$ cat src/rtl/mips_pkg.sv
// Shared MIPS decode definitions: opcodes, control-word layout, ALUOp codes
// and the slot-B occupancy states used by the decode stage.
package mips_pkg;

    localparam logic [5:0] OPC_RTYPE = 6'h00;
    localparam logic [5:0] OPC_J     = 6'h02;
    localparam logic [5:0] OPC_BEQ   = 6'h04;
    localparam logic [5:0] OPC_ADDI  = 6'h08;
    localparam logic [5:0] OPC_LW    = 6'h23;
    localparam logic [5:0] OPC_SW    = 6'h2B;

    // Control word: {RegDst,ALUSrc,MemtoReg,RegWrite,MemRead,MemWrite,Branch,ALUOp[1:0]}
    localparam int CTRL_W        = 9;
    localparam int CTRL_REGDST   = 8;
    localparam int CTRL_ALUSRC   = 7;
    localparam int CTRL_MEMTOREG = 6;
    localparam int CTRL_REGWRITE = 5;
    localparam int CTRL_MEMREAD  = 4;
    localparam int CTRL_MEMWRITE = 3;
    localparam int CTRL_BRANCH   = 2;
    localparam int CTRL_ALUOP_HI = 1;
    localparam int CTRL_ALUOP_LO = 0;

    localparam logic [1:0] ALUOP_MEM   = 2'b00;
    localparam logic [1:0] ALUOP_BEQ   = 2'b01;
    localparam logic [1:0] ALUOP_RTYPE = 2'b10;

    typedef enum logic [1:0] {
        B_EMPTY = 2'd0,
        B_FRESH = 2'd1,
        B_HELD  = 2'd2
    } b_state_e;

    function automatic logic [31:0] sign_ext16(input logic [15:0] v);
        return {{16{v[15]}}, v};
    endfunction

endpackage

$ cat src/rtl/main_decoder.sv
// Combinational opcode-to-control-word decoder. Opcodes outside the supported
// set (including j, which needs no datapath control here) produce an all-zero word.
module main_decoder
    import mips_pkg::*;
(
    input  logic [5:0]        opcode,
    output logic [CTRL_W-1:0] ctrl
);

    always_comb begin
        ctrl = '0;
        unique case (opcode)
            OPC_RTYPE: begin
                ctrl[CTRL_REGDST]                  = 1'b1;
                ctrl[CTRL_REGWRITE]                = 1'b1;
                ctrl[CTRL_ALUOP_HI:CTRL_ALUOP_LO]  = ALUOP_RTYPE;
            end
            OPC_LW: begin
                ctrl[CTRL_ALUSRC]                  = 1'b1;
                ctrl[CTRL_MEMTOREG]                = 1'b1;
                ctrl[CTRL_REGWRITE]                = 1'b1;
                ctrl[CTRL_MEMREAD]                 = 1'b1;
                ctrl[CTRL_ALUOP_HI:CTRL_ALUOP_LO]  = ALUOP_MEM;
            end
            OPC_SW: begin
                ctrl[CTRL_ALUSRC]                  = 1'b1;
                ctrl[CTRL_MEMWRITE]                = 1'b1;
                ctrl[CTRL_ALUOP_HI:CTRL_ALUOP_LO]  = ALUOP_MEM;
            end
            OPC_BEQ: begin
                ctrl[CTRL_BRANCH]                  = 1'b1;
                ctrl[CTRL_ALUOP_HI:CTRL_ALUOP_LO]  = ALUOP_BEQ;
            end
            OPC_ADDI: begin
                ctrl[CTRL_ALUSRC]                  = 1'b1;
                ctrl[CTRL_REGWRITE]                = 1'b1;
                ctrl[CTRL_ALUOP_HI:CTRL_ALUOP_LO]  = ALUOP_MEM;
            end
            OPC_J:   ctrl = '0;
            default: ctrl = '0;
        endcase
    end

endmodule

$ cat src/rtl/id_stage.sv
// MIPS decode stage: slot A addresses the register file, slot B aligns its
// one-cycle read latency, repairs write/read collisions and feeds the ID/EX bundle.
module id_stage
    import mips_pkg::*;
#(
    parameter int              PC_W   = 32,
    parameter logic [PC_W-1:0] RST_PC = '0
) (
    input  logic              clk,
    input  logic              rst,
    input  logic              if_valid,
    input  logic [31:0]       if_instr,
    input  logic [PC_W-1:0]   if_pc,
    output logic              id_ready,
    output logic [4:0]        read1,
    output logic [4:0]        read2,
    input  logic [31:0]       data1,
    input  logic [31:0]       data2,
    input  logic              wb_reg_write,
    input  logic [4:0]        wb_write_reg,
    input  logic [31:0]       wb_write_data,
    input  logic              ex_hold,
    input  logic              flush,
    output logic              ex_valid,
    output logic [PC_W-1:0]   ex_pc,
    output logic [31:0]       ex_rs_val,
    output logic [31:0]       ex_rt_val,
    output logic [31:0]       ex_imm,
    output logic [4:0]        ex_rs,
    output logic [4:0]        ex_rt,
    output logic [4:0]        ex_rd,
    output logic [CTRL_W-1:0] ex_ctrl
);

    logic              a_valid_q, a_valid_d;
    logic [31:0]       a_instr_q, a_instr_d;
    logic [PC_W-1:0]   a_pc_q, a_pc_d;

    b_state_e          b_state_q, b_state_d;
    logic [PC_W-1:0]   b_pc_q, b_pc_d;
    logic [4:0]        b_rs_q, b_rs_d;
    logic [4:0]        b_rt_q, b_rt_d;
    logic [4:0]        b_rd_q, b_rd_d;
    logic [15:0]       b_imm16_q, b_imm16_d;
    logic [CTRL_W-1:0] b_ctrl_q, b_ctrl_d;
    logic [31:0]       b_rs_val_q, b_rs_val_d;
    logic [31:0]       b_rt_val_q, b_rt_val_d;
    logic              b_byp1_q, b_byp1_d;
    logic              b_byp2_q, b_byp2_d;

    logic              ex_valid_q, ex_valid_d;
    logic [PC_W-1:0]   ex_pc_q, ex_pc_d;
    logic [31:0]       ex_rs_val_q, ex_rs_val_d;
    logic [31:0]       ex_rt_val_q, ex_rt_val_d;
    logic [31:0]       ex_imm_q, ex_imm_d;
    logic [4:0]        ex_rs_q, ex_rs_d;
    logic [4:0]        ex_rt_q, ex_rt_d;
    logic [4:0]        ex_rd_q, ex_rd_d;
    logic [CTRL_W-1:0] ex_ctrl_q, ex_ctrl_d;

    logic [4:0]        a_rs, a_rt;
    logic [CTRL_W-1:0] a_ctrl;
    logic              b_occupied;
    logic              load_use;
    logic              a_move;
    logic              a_accept;
    logic              a_byp1, a_byp2;
    logic              wb_hits_rs, wb_hits_rt;
    logic [31:0]       rs_res, rt_res;

    assign a_rs = a_instr_q[25:21];
    assign a_rt = a_instr_q[20:16];

    main_decoder u_main_decoder (
        .opcode (a_instr_q[31:26]),
        .ctrl   (a_ctrl)
    );

    assign read1 = a_valid_q ? a_rs : 5'd0;
    assign read2 = a_valid_q ? a_rt : 5'd0;

    assign b_occupied = (b_state_q != B_EMPTY);

    assign load_use = a_valid_q && b_occupied && b_ctrl_q[CTRL_MEMREAD] &&
                      (b_rt_q != 5'd0) && ((a_rs == b_rt_q) || (a_rt == b_rt_q));

    // A advances whenever B is free or B issues this edge; the hazard holds it back.
    assign a_move   = a_valid_q && !load_use && (!b_occupied || !ex_hold) && !flush;
    assign id_ready = !(load_use || (ex_hold && a_valid_q && b_occupied));
    assign a_accept = if_valid && id_ready && !flush;

    assign a_byp1 = wb_reg_write && (wb_write_reg == a_rs) && (a_rs != 5'd0);
    assign a_byp2 = wb_reg_write && (wb_write_reg == a_rt) && (a_rt != 5'd0);

    assign wb_hits_rs = wb_reg_write && (wb_write_reg == b_rs_q) && (b_rs_q != 5'd0);
    assign wb_hits_rt = wb_reg_write && (wb_write_reg == b_rt_q) && (b_rt_q != 5'd0);

    // The register file output is only trustworthy in the cycle right after the
    // A->B move; after that, B relies on its own latched copy.
    always_comb begin
        rs_res = data1;
        if (b_rs_q == 5'd0) begin
            rs_res = '0;
        end else if ((b_state_q == B_HELD) || b_byp1_q) begin
            rs_res = b_rs_val_q;
        end

        rt_res = data2;
        if (b_rt_q == 5'd0) begin
            rt_res = '0;
        end else if ((b_state_q == B_HELD) || b_byp2_q) begin
            rt_res = b_rt_val_q;
        end
    end

    always_comb begin
        a_valid_d = a_valid_q;
        a_instr_d = a_instr_q;
        a_pc_d    = a_pc_q;

        if (flush) begin
            a_valid_d = 1'b0;
        end else if (a_accept) begin
            a_valid_d = 1'b1;
            a_instr_d = if_instr;
            a_pc_d    = if_pc;
        end else if (a_move) begin
            a_valid_d = 1'b0;
        end
    end

    always_comb begin
        b_state_d  = b_state_q;
        b_pc_d     = b_pc_q;
        b_rs_d     = b_rs_q;
        b_rt_d     = b_rt_q;
        b_rd_d     = b_rd_q;
        b_imm16_d  = b_imm16_q;
        b_ctrl_d   = b_ctrl_q;
        b_rs_val_d = b_rs_val_q;
        b_rt_val_d = b_rt_val_q;
        b_byp1_d   = b_byp1_q;
        b_byp2_d   = b_byp2_q;

        if (flush) begin
            b_state_d = B_EMPTY;
        end else if (a_move) begin
            b_state_d  = B_FRESH;
            b_pc_d     = a_pc_q;
            b_rs_d     = a_rs;
            b_rt_d     = a_rt;
            b_rd_d     = a_instr_q[15:11];
            b_imm16_d  = a_instr_q[15:0];
            b_ctrl_d   = a_ctrl;
            b_byp1_d   = a_byp1;
            b_byp2_d   = a_byp2;
            b_rs_val_d = a_byp1 ? wb_write_data : '0;
            b_rt_val_d = a_byp2 ? wb_write_data : '0;
        end else if (b_occupied && ex_hold) begin
            // Latch resolved operands and keep snooping writeback while stalled.
            b_state_d  = B_HELD;
            b_byp1_d   = 1'b0;
            b_byp2_d   = 1'b0;
            b_rs_val_d = wb_hits_rs ? wb_write_data : rs_res;
            b_rt_val_d = wb_hits_rt ? wb_write_data : rt_res;
        end else if (b_occupied) begin
            b_state_d = B_EMPTY;
        end
    end

    always_comb begin
        ex_valid_d  = ex_valid_q;
        ex_pc_d     = ex_pc_q;
        ex_rs_val_d = ex_rs_val_q;
        ex_rt_val_d = ex_rt_val_q;
        ex_imm_d    = ex_imm_q;
        ex_rs_d     = ex_rs_q;
        ex_rt_d     = ex_rt_q;
        ex_rd_d     = ex_rd_q;
        ex_ctrl_d   = ex_ctrl_q;

        if (flush) begin
            ex_valid_d = 1'b0;
        end else if (!ex_hold) begin
            ex_valid_d  = b_occupied;
            ex_pc_d     = b_pc_q;
            ex_rs_val_d = rs_res;
            ex_rt_val_d = rt_res;
            ex_imm_d    = sign_ext16(b_imm16_q);
            ex_rs_d     = b_rs_q;
            ex_rt_d     = b_rt_q;
            ex_rd_d     = b_rd_q;
            ex_ctrl_d   = b_ctrl_q;
        end
    end

    always_ff @(posedge clk or negedge rst) begin
        if (!rst) begin
            a_valid_q   <= 1'b0;
            a_instr_q   <= '0;
            a_pc_q      <= '0;
            b_state_q   <= B_EMPTY;
            b_pc_q      <= '0;
            b_rs_q      <= '0;
            b_rt_q      <= '0;
            b_rd_q      <= '0;
            b_imm16_q   <= '0;
            b_ctrl_q    <= '0;
            b_rs_val_q  <= '0;
            b_rt_val_q  <= '0;
            b_byp1_q    <= 1'b0;
            b_byp2_q    <= 1'b0;
            ex_valid_q  <= 1'b0;
            ex_pc_q     <= RST_PC;
            ex_rs_val_q <= '0;
            ex_rt_val_q <= '0;
            ex_imm_q    <= '0;
            ex_rs_q     <= '0;
            ex_rt_q     <= '0;
            ex_rd_q     <= '0;
            ex_ctrl_q   <= '0;
        end else begin
            a_valid_q   <= a_valid_d;
            a_instr_q   <= a_instr_d;
            a_pc_q      <= a_pc_d;
            b_state_q   <= b_state_d;
            b_pc_q      <= b_pc_d;
            b_rs_q      <= b_rs_d;
            b_rt_q      <= b_rt_d;
            b_rd_q      <= b_rd_d;
            b_imm16_q   <= b_imm16_d;
            b_ctrl_q    <= b_ctrl_d;
            b_rs_val_q  <= b_rs_val_d;
            b_rt_val_q  <= b_rt_val_d;
            b_byp1_q    <= b_byp1_d;
            b_byp2_q    <= b_byp2_d;
            ex_valid_q  <= ex_valid_d;
            ex_pc_q     <= ex_pc_d;
            ex_rs_val_q <= ex_rs_val_d;
            ex_rt_val_q <= ex_rt_val_d;
            ex_imm_q    <= ex_imm_d;
            ex_rs_q     <= ex_rs_d;
            ex_rt_q     <= ex_rt_d;
            ex_rd_q     <= ex_rd_d;
            ex_ctrl_q   <= ex_ctrl_d;
        end
    end

    assign ex_valid  = ex_valid_q;
    assign ex_pc     = ex_pc_q;
    assign ex_rs_val = ex_rs_val_q;
    assign ex_rt_val = ex_rt_val_q;
    assign ex_imm    = ex_imm_q;
    assign ex_rs     = ex_rs_q;
    assign ex_rt     = ex_rt_q;
    assign ex_rd     = ex_rd_q;
    assign ex_ctrl   = ex_ctrl_q;

endmodule

$ cat config.mk
export PLATFORM = sky130hd
export DESIGN_NAME = id_stage
export DESIGN_NICKNAME = d
export VERILOG_FILES = /design/src/rtl/mips_pkg.sv /design/src/rtl/main_decoder.sv /design/src/rtl/id_stage.sv
export SDC_FILE = /design/constraint.sdc
export NUM_CORES = 1
export LEC_CHECK = 0
export ABC_AREA = 1
export CELL_PAD_IN_SITES_DETAIL_PLACEMENT = 0
export CELL_PAD_IN_SITES_GLOBAL_PLACEMENT = 2
export CORE_UTILIZATION = 29
export CTS_CLUSTER_SIZE = 14
export DETAILED_ROUTE_END_ITERATION = 6
export PLACE_DENSITY_LB_ADDON = 0.05
export SKIP_LAST_GASP = 1
export SYNTH_ARGS = -nofsm -noshare
export SYNTH_HDL_FRONTEND = slang
export SYNTH_SLANG_ARGS = --single-unit
$ cat constraint.sdc
create_clock -name clk -period 2.15 [get_ports clk]
set_clock_uncertainty 0.15 [all_clocks]
set_input_delay 0.3225 -clock clk [delete_from_list [all_inputs] [get_ports clk]]
set_output_delay 0.3225 -clock clk [all_outputs]
set_load 0.02 [all_outputs]
== Word-level counts from Yosys, hierarchy flattened ==
Cells that the tools add are included.
W data, S select, Z words.

* Equality and inequality tests: 12
* Multiplexer cells: 33
* Bitwise logic cells: 2
* Reductions and logical operators: 47

{| class="wikitable"
|+ Operators with widths
! kind !! count
|-
| $mux W32 || 12
|-
| $eq A5 B5 Y1 || 6
|-
| $logic_and A1 B1 Y1 || 20
|-
| $reduce_bool A5 Y1 || 4
|-
| $mux W1 || 14
|-
| $eq A6 B6 Y1 const B || 2
|-
| $logic_not A5 Y1 || 2
|-
| $mux W5 || 2
|-
| $mux W2 || 4
|-
| $reduce_and A2 Y1 || 4
|-
| $eq A6 B3 Y1 const B || 1
|-
| $eq A6 B4 Y1 const B || 1
|-
| $logic_not A6 Y1 || 1
|-
| $reduce_or A3 Y1 || 2
|-
| $logic_not A1 Y1 || 5
|-
| $logic_or A1 B1 Y1 || 5
|-
| $pmux W2 S2 || 1
|-
| $reduce_bool A2 Y1 || 2
|-
| $reduce_bool A4 Y1 || 1
|-
| $reduce_bool A3 Y1 || 1
|-
| $eq A2 B2 Y1 const B || 1
|-
| $ne A2 B1 Y1 const B || 1
|-
| $not A1 Y1 || 2
|}

* Register bits after elaboration: 342
* Bits of input ports: 171
* Word-level logic and storage cells: 117

== Logic depth before layout (Yosys ltp) ==
Gate-level depths: netlist of the first run.

* Depth after elaboration: 12
* Depth in mapped cells: 14
* Gate-level depth less buffers: 12

== Cells and area by module ==
Synthesis of the first run repeated with hierarchy kept, for this count alone.

* Cell total of the unflattened synthesis: 2053
* Area, all modules: 16069.2 um^2

{| class="wikitable"
|+ Modules (own cells, without submodules)
! module !! times used !! cells an instance !! area each (um^2) !! seq. area each (um^2)
|-
| id_stage || 1 || 2025 || 15936.5 || 8308.0
|-
| main_decoder || 1 || 28 || 132.6 || 0.0
|}

== Least setup slack after synthesis of the first run ==
No wires, ideal clock.

* Path type: register -> output
* Start: register b_rt_q[0]
* End: output port id_ready
* Arrival: 1.403 ns
* Path slack: 0.274 ns
* Cell stages (with the launch flop): 6
* Buffers on the path: 0
* Cells stage by stage: dfrtp_1 -> nor2_1 -> nand4_2 -> nand4_1 -> inv_2 -> a21boi_0

* Cells in the longest elaborated chain, start to end: 5

{| class="wikitable"
|+ RTL lines
! item !! line !! text
|-
| start, declared || id_stage.sv:42 || <nowiki>logic [4:0] b_rt_q, b_rt_d;</nowiki>
|-
| start signal, assigned || id_stage.sv:229 || <nowiki>b_rt_q <= b_rt_d;</nowiki>
|-
| $eq A5 B5 Y1 or $reduce_bool A5 Y1 (tied branches) || id_stage.sv:85 || <nowiki>(b_rt_q != 5'd0) && ((a_rs == b_rt_q) || (a_rt == b_rt_q));</nowiki>
|-
| $logic_or A1 B1 Y1 or $logic_and A1 B1 Y1 (tied branches) || id_stage.sv:85, id_stage.sv:84 ||
|-
| $logic_and A1 B1 Y1 * || id_stage.sv:85 ||
|-
| $logic_or A1 B1 Y1 * || id_stage.sv:89 || <nowiki>assign id_ready = !(load_use || (ex_hold && a_valid_q && b_occupied));</nowiki>
|-
| $logic_not A1 Y1 * || id_stage.sv:89 ||
|-
| end, declared || id_stage.sv:14 || <nowiki>output logic id_ready,</nowiki>
|}

Every way passes the cells marked *; elsewhere a longest branch is shown, timed or not.

== Final worst setup path of the first run ==
* Start: register b_rt_q[1]
* End: output port id_ready

Same word-level chain as after synthesis.

==> results.md, run 1 <==
* Outcome: finished with violations
* Failing checks: setup timing
* Mapped Avg Cell Area at 7.52 µm²
* Max-Cap Viols at 0
* Final Max Tran Viols at 0
* Measured slew at the worst slew-check pin at 0.462 ns
* Register area share after synthesis at 52.1%
* Layout cell share with drive strength beyond 1 at 18.1%
* Area grow syn2layout at 53.8%
* Reg clk slew, reported paths at 0.06 ns
* Crit-path max cell delay at 0.44 ns
* Hold Path Class: in2async
* Worst VDD drop at 717 µV
* Gr usage total at 22.2%
* Starting Density at 29.3%
* Core box area at 53800 µm²
* Vias at 15.2k
* Crit path top cell by count: buf_6
* Vias in the first global route at 14.8k
* Post-Syn Nets at 2266
* Post-Place Worst Slack at -0.284 ns
* CTS H-Tree Depth at 2
* Latest clock arrival within the worst-skew pair at 0.59 ns
* Synth async-reset ratio at 100%
* Drt first pass iters at 6
* Nets at 2684
* Worst setup margin at -0.177 ns
* Row cnt at 85
* Antenna violations before repair at 5
* First-pass GRT wire length at 93.6 mm
* Port Buffers at 334
* Slew headroom at 69.2%
* Clock sink total at 328
* Pleak at 12.1 nW
* Largest net degree at the start of global routing at 72
* Startpoint Class: flip-flop
* Period utilization at 108%
* Routed length per instance at 20.3 µm
* Final setup violation count at 207
* Achievable Freq at 430 MHz
* Yosys top cell area share at 52.1%
* Layout Cells excl Fill at 3241
* Tot Pwr at 22.7 mW
* DR iter-0 viols at 972
* Setup Crit Path Kind: reg2out
* End of the worst register-to-register path: b_imm16_q[7]
* Crit path DAT at 1.85 ns
* Synth Instances at 2095
* Hold slack at 0.0765 ns
* Top FF cell, synth: dfrtp_1
* Residual DRC at 0
* Detailed placement HPWL at 38.9 mm
* Reg2reg path depth at 14
* Slowest CP cell: dfrtp_2
* Io pins at 335
* Number of synthesized flops with an enable pin at 0
* Top area cells in the synthesized netlist: dfrtp_1 (52%), nand2_1 (23%), o21ai_0 (6.1%)
* Total global routing overflow at 0
* CTS Buffer Depth at 3
* Placer Congestion at 0.806
* FF-to-FF setup slack at -0.15 ns
* Yosys Warn Count at 0
* Max Fanout on Critical Path at 4
* Yosys cell types at 31
* DIE WIDTH at 235 µm
* RSZ-0062 raised after global routing: true
* Filler instances at 5362
* Post-layout min period at 2.33 ns
* Reg2reg start: b_rt_q[1]
* Cells along the critical path: buf_6 > nor2_4 > nand4_4 > nand4_1 > inv_2 > a21boi_2 > buf_6
* DR vias/cell at 4.69
* Total placed cells including tap cells at 3092
* Root Driver: clkbuf_16
* Post-synth top area cell: dfrtp_1
* Worst setup EP type: primary output
* Critical Path RT at 1.68 ns
* Inserted Clock Buffers at 43
* CTS tree: done
* Vert. Die Dim at 235 µm
* Antenna viol nets, final at 0
* #FFs+latches synth at 328
* Cell Area, Synth at 15800 µm²
* PwrDens at 938 nW/µm²
* Hold Vio Cnt, Final at 0
* Die Area at 55300 µm²
* Drt total wl at 65.7 mm
## per-layer routing
layer,vias up,wire (µm),global-route usage [%]
li1,7437,-,-
met1,7345,28200,28.4
met2,336,32900,37.8
met3,88,2910,4.30
met4,8,1550,6.78
met5,-,56,0
## cell usage after synthesis, types with 2 or more instances
master / count
o211ai_1: 32
clkbuf_1: 71
inv_2: 9
buf_1: 3
nand2_1: 954
clkbuf_2: 5
buf_2: 33
nor2_1: 27
dfrtp_1: 328
buf_4: 34
nand4_1: 4
o22ai_1: 2
o21ai_0: 192
xnor2_1: 5
nand3_1: 141
inv_1: 168
o21ai_1: 55
nor3_1: 16
nand3b_2: 2
nor2_2: 3
## cells in the final DEF (no fill, tap or decap), drive strengths merged
| master | count |
|---|---|
| nand2 | 955 |
| dfrtp | 328 |
| clkdlybuf4s50 | 322 |
| o21ai | 247 |
| inv | 179 |
| buf | 166 |
| nand3 | 142 |
| clkbuf | 87 |
| o211ai | 32 |
| nor2 | 30 |
| nor3 | 16 |
| clkdlybuf4s15 | 9 |
| clkinv | 6 |
| xnor2 | 5 |
| nand4 | 5 |
| nand3b | 3 |
| o22ai | 2 |
| bufinv | 2 |
| a21boi | 2 |
| diode | 1 |
| or2 | 1 |
| nor3b | 1 |
| a211oi | 1 |
| clkinvlp | 1 |
| dlygate4sd3 | 1 |
| dlygate4sd2 | 1 |
## state kept, by name, indices dropped and copies added (netlist names), 7 cells and up
signal	count
a_instr_q	32
a_pc_q	32
b_ctrl_q	7
b_imm16_q	11
b_pc_q	32
b_rs_val_q	32
b_rt_val_q	32
ex_ctrl	7
ex_imm	16
ex_pc	32
ex_rs_val	32
ex_rt_val	32
## layout make-up
| type | count | area, µm² | area share (%) |
|---|---|---|---|
| Timing Repair inverter | 1 | 20.0 | 0.0826 |
| Sequential cell | 328 | 8210 | 33.9 |
| Clock buffer | 67 | 1300 | 5.35 |
| Multi-Input combinational cell | 1442 | 6920 | 28.5 |
| Timing Repair Buffer | 519 | 6110 | 25.2 |
| Clock inverter | 9 | 124 | 0.511 |
| Antenna cell | 1 | 2.50 | 0.0103 |
| Tap cell | 696 | 871 | 3.59 |
| Inverter | 178 | 686 | 2.83 |
## metrics by stage
stage                     area [µm²]  setup TNS (ns)  util (%)
final                          24200          -12.87      45.0
after global routing           24200          -32.03      45.0
after CTS                      22900          -33.13      42.6
after detailed placement       20500          -27.55      38.0
after global placement         20500          -22.77      38.0
after floorplan                15800               0         -
## kinds of logic (layout without fill, tap and decap cells)
logic type             count (synthesis)  in the layout  share of synthesized area [%]
AND/OR/NAND/NOR                     1153           1153                           29.2
buffers and inverters                325            774                           8.90
XOR/XNOR                               5              5                          0.278
other                                  0              1                              0
flip-flops                           328            328                           52.1
AO/OA/AOI/OAI                        284            284                           9.59
## worst max-delay path by stage
stage               slack, ns       from          end
floorplan                0.27  b_rt_q[0]     id_ready
global placement        -0.23  b_rt_q[1]  b_ctrl_q[3]
detailed placement      -0.28  b_rt_q[1]  b_ctrl_q[3]
CTS                     -0.25  b_rt_q[0]     id_ready
global route            -0.26  b_rt_q[0]     id_ready
finish                  -0.18  b_rt_q[1]     id_ready
## report_power, final
part | internal, mW | switching (mW)
clock network | 4.38 | 2.89
registers | 7.39 | 0.818
logic | 3.25 | 4.02
total | 15.0 | 7.72
## critical path: cells and delay by family, from the launching register on
family | cells | cell delay (ns)
flops | 1 | 0.44
compound gates | 1 | 0.15
simple gates | 3 | 0.36
buf+inv | 3 | 0.33
## what timing repair did
action                     CTS  global route
setup endpoints to repair  196           230
setup buffers               20             7
hold buffers                 1             0
pin swaps                   10            34
hold endpoints to repair   242             0
cloned                      23            30
resized for setup           84           328
(Power assumes the default switching activity.)
==> inputs of run 2 (changes only) <==
Settings changed: PLACE_DENSITY set to 0.82, PLACE_DENSITY_LB_ADDON 0.05 to not set.
==> results.md, run 2 (synthesis gave the netlist of run 1 again) <==
* Setup_tns at -2.15 ns
* RSZ-0062 raised after global routing: true
* Setup Crit Path Kind: reg2out
* DR WL met3 at 3.11 mm
* Latest clock arrival within the worst-skew pair at 0.56 ns
* Row cnt at 85
* Largest delay share family, worst path: flip-flops
* Area grow syn2layout at 49.3%
* Nets at 2670
* Post-layout min period at 2.26 ns
* Inserted Clock Buffers at 41
* Layout cell share with drive strength beyond 1 at 14.0%
* Crit path buffers/inverters at 3
* Detailed placement HPWL at 38.0 mm
* Vert. Die Dim at 235 µm
* Root Driver: clkbuf_16
* Period utilization at 105%
* Reg clk slew, reported paths at 0.06 ns
* CTS Buffer Depth at 3
* Placed cell area at 20600 µm²
* Routed length per instance at 18.3 µm
* Worst setup margin at -0.108 ns
* Measured slew at the worst slew-check pin at 0.481 ns
* Critical Path RT at 1.68 ns
* Gr usage total at 21.0%
* Largest net degree at the start of global routing at 58
* Achievable Freq at 443 MHz
* Vias at 15.0k
* Sequential Area at 8210 µm²
* Final setup violation count at 54
* Slew headroom at 68.0%
* Placer Congestion at 0.823
* Antenna violations before repair at 3
* Wire length on met2 at 28.6 mm
* Hold slack at 0.124 ns
* DR iter-0 viols at 749
* Antenna viol nets, final at 0
* CTS tree: done
* Cells along the critical path: buf_4 > nor2_2 > nand4_2 > nand4_1 > inv_2 > a21boi_2 > buf_6
* Slowest CP cell: dfrtp_1
* Hold Vio Cnt, Final at 0
* Crit path DAT at 1.79 ns
* Io pins at 335
* Final Max Tran Viols at 0
* M1 WL at 25.8 mm
* Max-Cap Viols at 0
* First-pass GRT wire length at 90.1 mm
* Worst VDD drop at 464 µV
* Clock sink total at 328
* Hold Path Class: in2async
* CTS H-Tree Depth at 2
* Final Instance Area at 23500 µm²
* Outcome: finished with violations
* Port Buffers at 334
* Multi-input gate area at 6550 µm²
* Startpoint Class: flip-flop
* Pleak at 11.8 nW
* Core box area at 53800 µm²
* DIE WIDTH at 235 µm
* Total global routing overflow at 0
* Drt first pass iters at 5
* Post-Place Worst Slack at -0.309 ns
* Failing checks: setup timing
* Max Fanout on Critical Path at 3
* Worst setup EP type: primary output
* Starting Density at 29.3%
* Crit-path max cell delay at 0.41 ns
* Filler instances at 5465
* Drt total wl at 59.0 mm
* Most common cell after layout, fill and taps aside: nand2_1
* Most frequent cells in the layout: nand2_1 (893), dfrtp_1 (325), clkdlybuf4s50_1 (320)
* Residual DRC at 0
* Vias in the first global route at 15.2k
* Highest Signal Layer: met5
* Post-layout util at 43.7%
* PwrDens at 929 nW/µm²
* Die Area at 55300 µm²
* DR vias/cell at 4.67
[run 2: changes by cell type in the layout (fill, tap and decap cells not counted), sizes merged]
cell	before	now
clkinv	6	7
buf	166	165
clkinvlp	1	2
inv	179	177
clkdlybuf4s15	9	0
clkbuf	87	69
dlygate4sd2	1	11
clkdlybuf4s50	322	320
dlymetal6s2s	0	1
bufbuf	0	3
[run 2: area by class of cell]
class	count	share of cell area (%)
diodes	1	0.0106
clock buffers	62	5.17
clock inverters	10	0.495
inverters	178	2.93
multi-input cells	1442	27.8
flip-flops and latches	328	34.9
well taps	696	3.70
repair buffers	508	25.0
[run 2: repair_timing]
item                                   4_1_cts  5_1_grt
cloned                                      21        8
hold buffers                                 1        0
setup endpoints to repair                  128      216
pin swaps                                    8       17
endpoints found under the hold margin      187        0
setup buffers                               22        7
resized for setup                           91      124
[run 2: power by group]
| part | switching, mW | internal [mW] | total [mW] |
|---|---|---|---|
| clock | 2.74 | 4.13 | 6.87 |
| sequential | 0.826 | 7.39 | 8.21 |
| combinational | 3.73 | 3.04 | 6.77 |
| total | 7.29 | 14.6 | 21.9 |
[run 2: worst register-to-register path: stages (launching register included)]
cell	delay, ns
dfrtp_1	0.41
buf_4	0.15
nor2_2	0.10
nand4_2	0.11
nand4_1	0.11
inv_2	0.06
buf_4	0.14
nand2_4	0.08
buf_4	0.12
nand3b_4	0.13
buf_12	0.18
clkbuf_16	0.19
nand2_1	0.06
o21ai_0	0.07
[run 2: worst paths after layout]
kind | slack, ns | to | startpoint | cells past startpoint
worst max-delay path | -0.11 | id_ready | b_rt_q[1] | 7
worst max register to register | -0.03 | a_pc_q[19] | b_rt_q[1] | 13
max in group asynchronous | 0.94 | b_pc_q[22] | rst | 4
worst min-delay path | 0.12 | b_rs_val_q[18] | rst | 2
min in group clk | 0.15 | a_instr_q[9] | if_instr[9] | 3
worst min register to register | 0.32 | b_pc_q[10] | a_pc_q[10] | 2
[run 2: per-layer routing]
layer	GRT usage, %	vias to the layer above
li1	-	7392
met1	27.1	7185
met2	35.4	386
met3	4.60	78
met4	5.88	4
met5	0	-
[run 2: stage by stage]
stage	total power, mW	cells
6_report	21.9	3225
5_1_grt	23.1	3225
4_1_cts	21.9	3214
3_5_place_dp	14.6	3100
3_3_place_gp	14.5	3100
2_1_floorplan	11.4	2095
==> inputs of run 3 (changes only) <==
Settings changed: SKIP_CTS_REPAIR_TIMING set to 1.
==> results.md, run 3 (synthesis gave the netlist of run 1 again) <==
* Startpoint Class: flip-flop
* PwrDens at 930 nW/µm²
* Slew headroom at 67.5%
* Reg clk slew, reported paths at 0.06 ns
* CTS H-Tree Depth at 2
* Period utilization at 110%
* Detailed placement HPWL at 38.0 mm
* Max Fanout on Critical Path at 4
* Hold Vio Cnt, Final at 0
* Worst VDD drop at 495 µV
* RSZ-0062 raised after global routing: true
* Residual DRC at 0
* Vert. Die Dim at 235 µm
* CTS Buffer Depth at 3
* Slowest CP cell: dfrtp_1
* Worst setup margin at -0.223 ns
* CTS tree: done
* Measured slew at the worst slew-check pin at 0.488 ns
* Setup_tns at -12.97 ns
* Clock sink total at 328
* Achievable Freq at 421 MHz
* Final setup violation count at 179
* Filler instances at 5456
* DIE WIDTH at 235 µm
* Layout Cells excl Fill at 3223
* Port Buffers at 334
* Antenna viol nets, final at 0
* Hold Path Class: in2async
* Latest clock arrival within the worst-skew pair at 0.56 ns
* Largest net degree at the start of global routing at 58
* Die Area at 55300 µm²
* Drt total wl at 60.0 mm
* Vias in the first global route at 14.8k
* First-pass GRT wire length at 85.8 mm
* Antenna violations before repair at 3
* Area grow syn2layout at 49.9%
* Row cnt at 85
* Gr usage total at 19.8%
* Placed cell area at 20600 µm²
* Post-layout min period at 2.37 ns
* Cells along the critical path: buf_6 > nand2_1 > nand2_1 > nor2_2 > nand3_1 > nand2_2 > a21boi_2 > buf_4 > buf_4
* Most frequent cells in the layout: nand2_1 (852), dfrtp_1 (325), clkdlybuf4s50_1 (302)
* Total placed cells including tap cells at 3100
* Starting Density at 29.3%
* Placer Congestion at 0.823
* Pleak at 12.1 nW
* Core box area at 53800 µm²
* Max-Cap Viols at 0
* Failing checks: setup timing
* Total global routing overflow at 0
* Root Driver: clkbuf_16
* Inserted Clock Buffers at 41
* Nets at 2668
* DR vias/cell at 4.70
* Vias at 15.2k
* Routed length per instance at 18.6 µm
* Io pins at 335
* Drt first pass iters at 5
* Final Instance Area at 23600 µm²
* Final Max Tran Viols at 0
* Critical Path RT at 1.68 ns
* DR iter-0 viols at 726
* Crit-path max cell delay at 0.41 ns
* Outcome: finished with violations
* Setup Crit Path Kind: reg2out
* Worst setup EP type: primary output
* Crit path DAT at 1.90 ns
* Most common cell after layout, fill and taps aside: nand2_1
* Tot Pwr at 22.0 mW
* Layout cell share with drive strength beyond 1 at 15.6%
[run 3: path summary, 6_finish.rpt]
| check | slack [ns] | to | from | cells after the start |
|---|---|---|---|---|
| max | -0.22 | id_ready | b_rt_q[0] | 9 |
| min | 0.12 | b_rs_val_q[18] | rst | 2 |
| max reg2reg | -0.12 | b_rs_val_q[11] | b_rt_q[0] | 15 |
| min reg2reg | 0.31 | b_rd_q[4] | a_instr_q[15] | 2 |
| max in group asynchronous | 0.94 | a_pc_q[14] | rst | 4 |
| min in group clk | 0.15 | a_instr_q[0] | if_instr[0] | 3 |
[run 3: power by group]
group | internal [mW] | switching, mW
logic | 3.07 | 3.82
registers | 7.39 | 0.826
clock network | 4.13 | 2.74
[run 3: per-stage QoR]
stage / utilization (%) / setup WS, ns / hold WS [ns]
3_3_place_gp: 38.2 / -0.368 / 0.111
4_1_cts: 40.7 / -0.825 / -0.479
2_1_floorplan: - / 0.274 / -0.123
6_report: 43.9 / -0.223 / 0.122
5_1_grt: 43.9 / -0.301 / 0.135
3_5_place_dp: 38.2 / -0.309 / 0.114
[run 3: area by class of cell]
class | count | area [µm²] | area share, %
multi-input combinational | 1442 | 6770 | 28.6
inverter | 178 | 678 | 2.87
tap | 696 | 871 | 3.68
timing repair buffer | 506 | 5770 | 24.4
sequential | 328 | 8210 | 34.7
antenna | 1 | 2.50 | 0.0106
clock buffer | 62 | 1220 | 5.15
clock inverter | 10 | 116 | 0.492
[run 3: layer usage]
layer  track usage, %  vias to the layer above  part of all wire, %
met1             25.8                     7302                   43
met3             4.20                       76                  5.3
met4             5.36                        4                  2.4
li1                 -                     7384                    -
met5                0                        -                0.038
met2             33.2                      396                   49
[run 3: worst max-delay path: cells and delay by family, from the launching register on]
| family | cells | cell delay, ns |
|---|---|---|
| AO/OA/AOI/OAI | 1 | 0.06 |
| buffers and inverters | 3 | 0.42 |
| AND/OR/NAND/NOR | 5 | 0.47 |
| flip-flops | 1 | 0.41 |
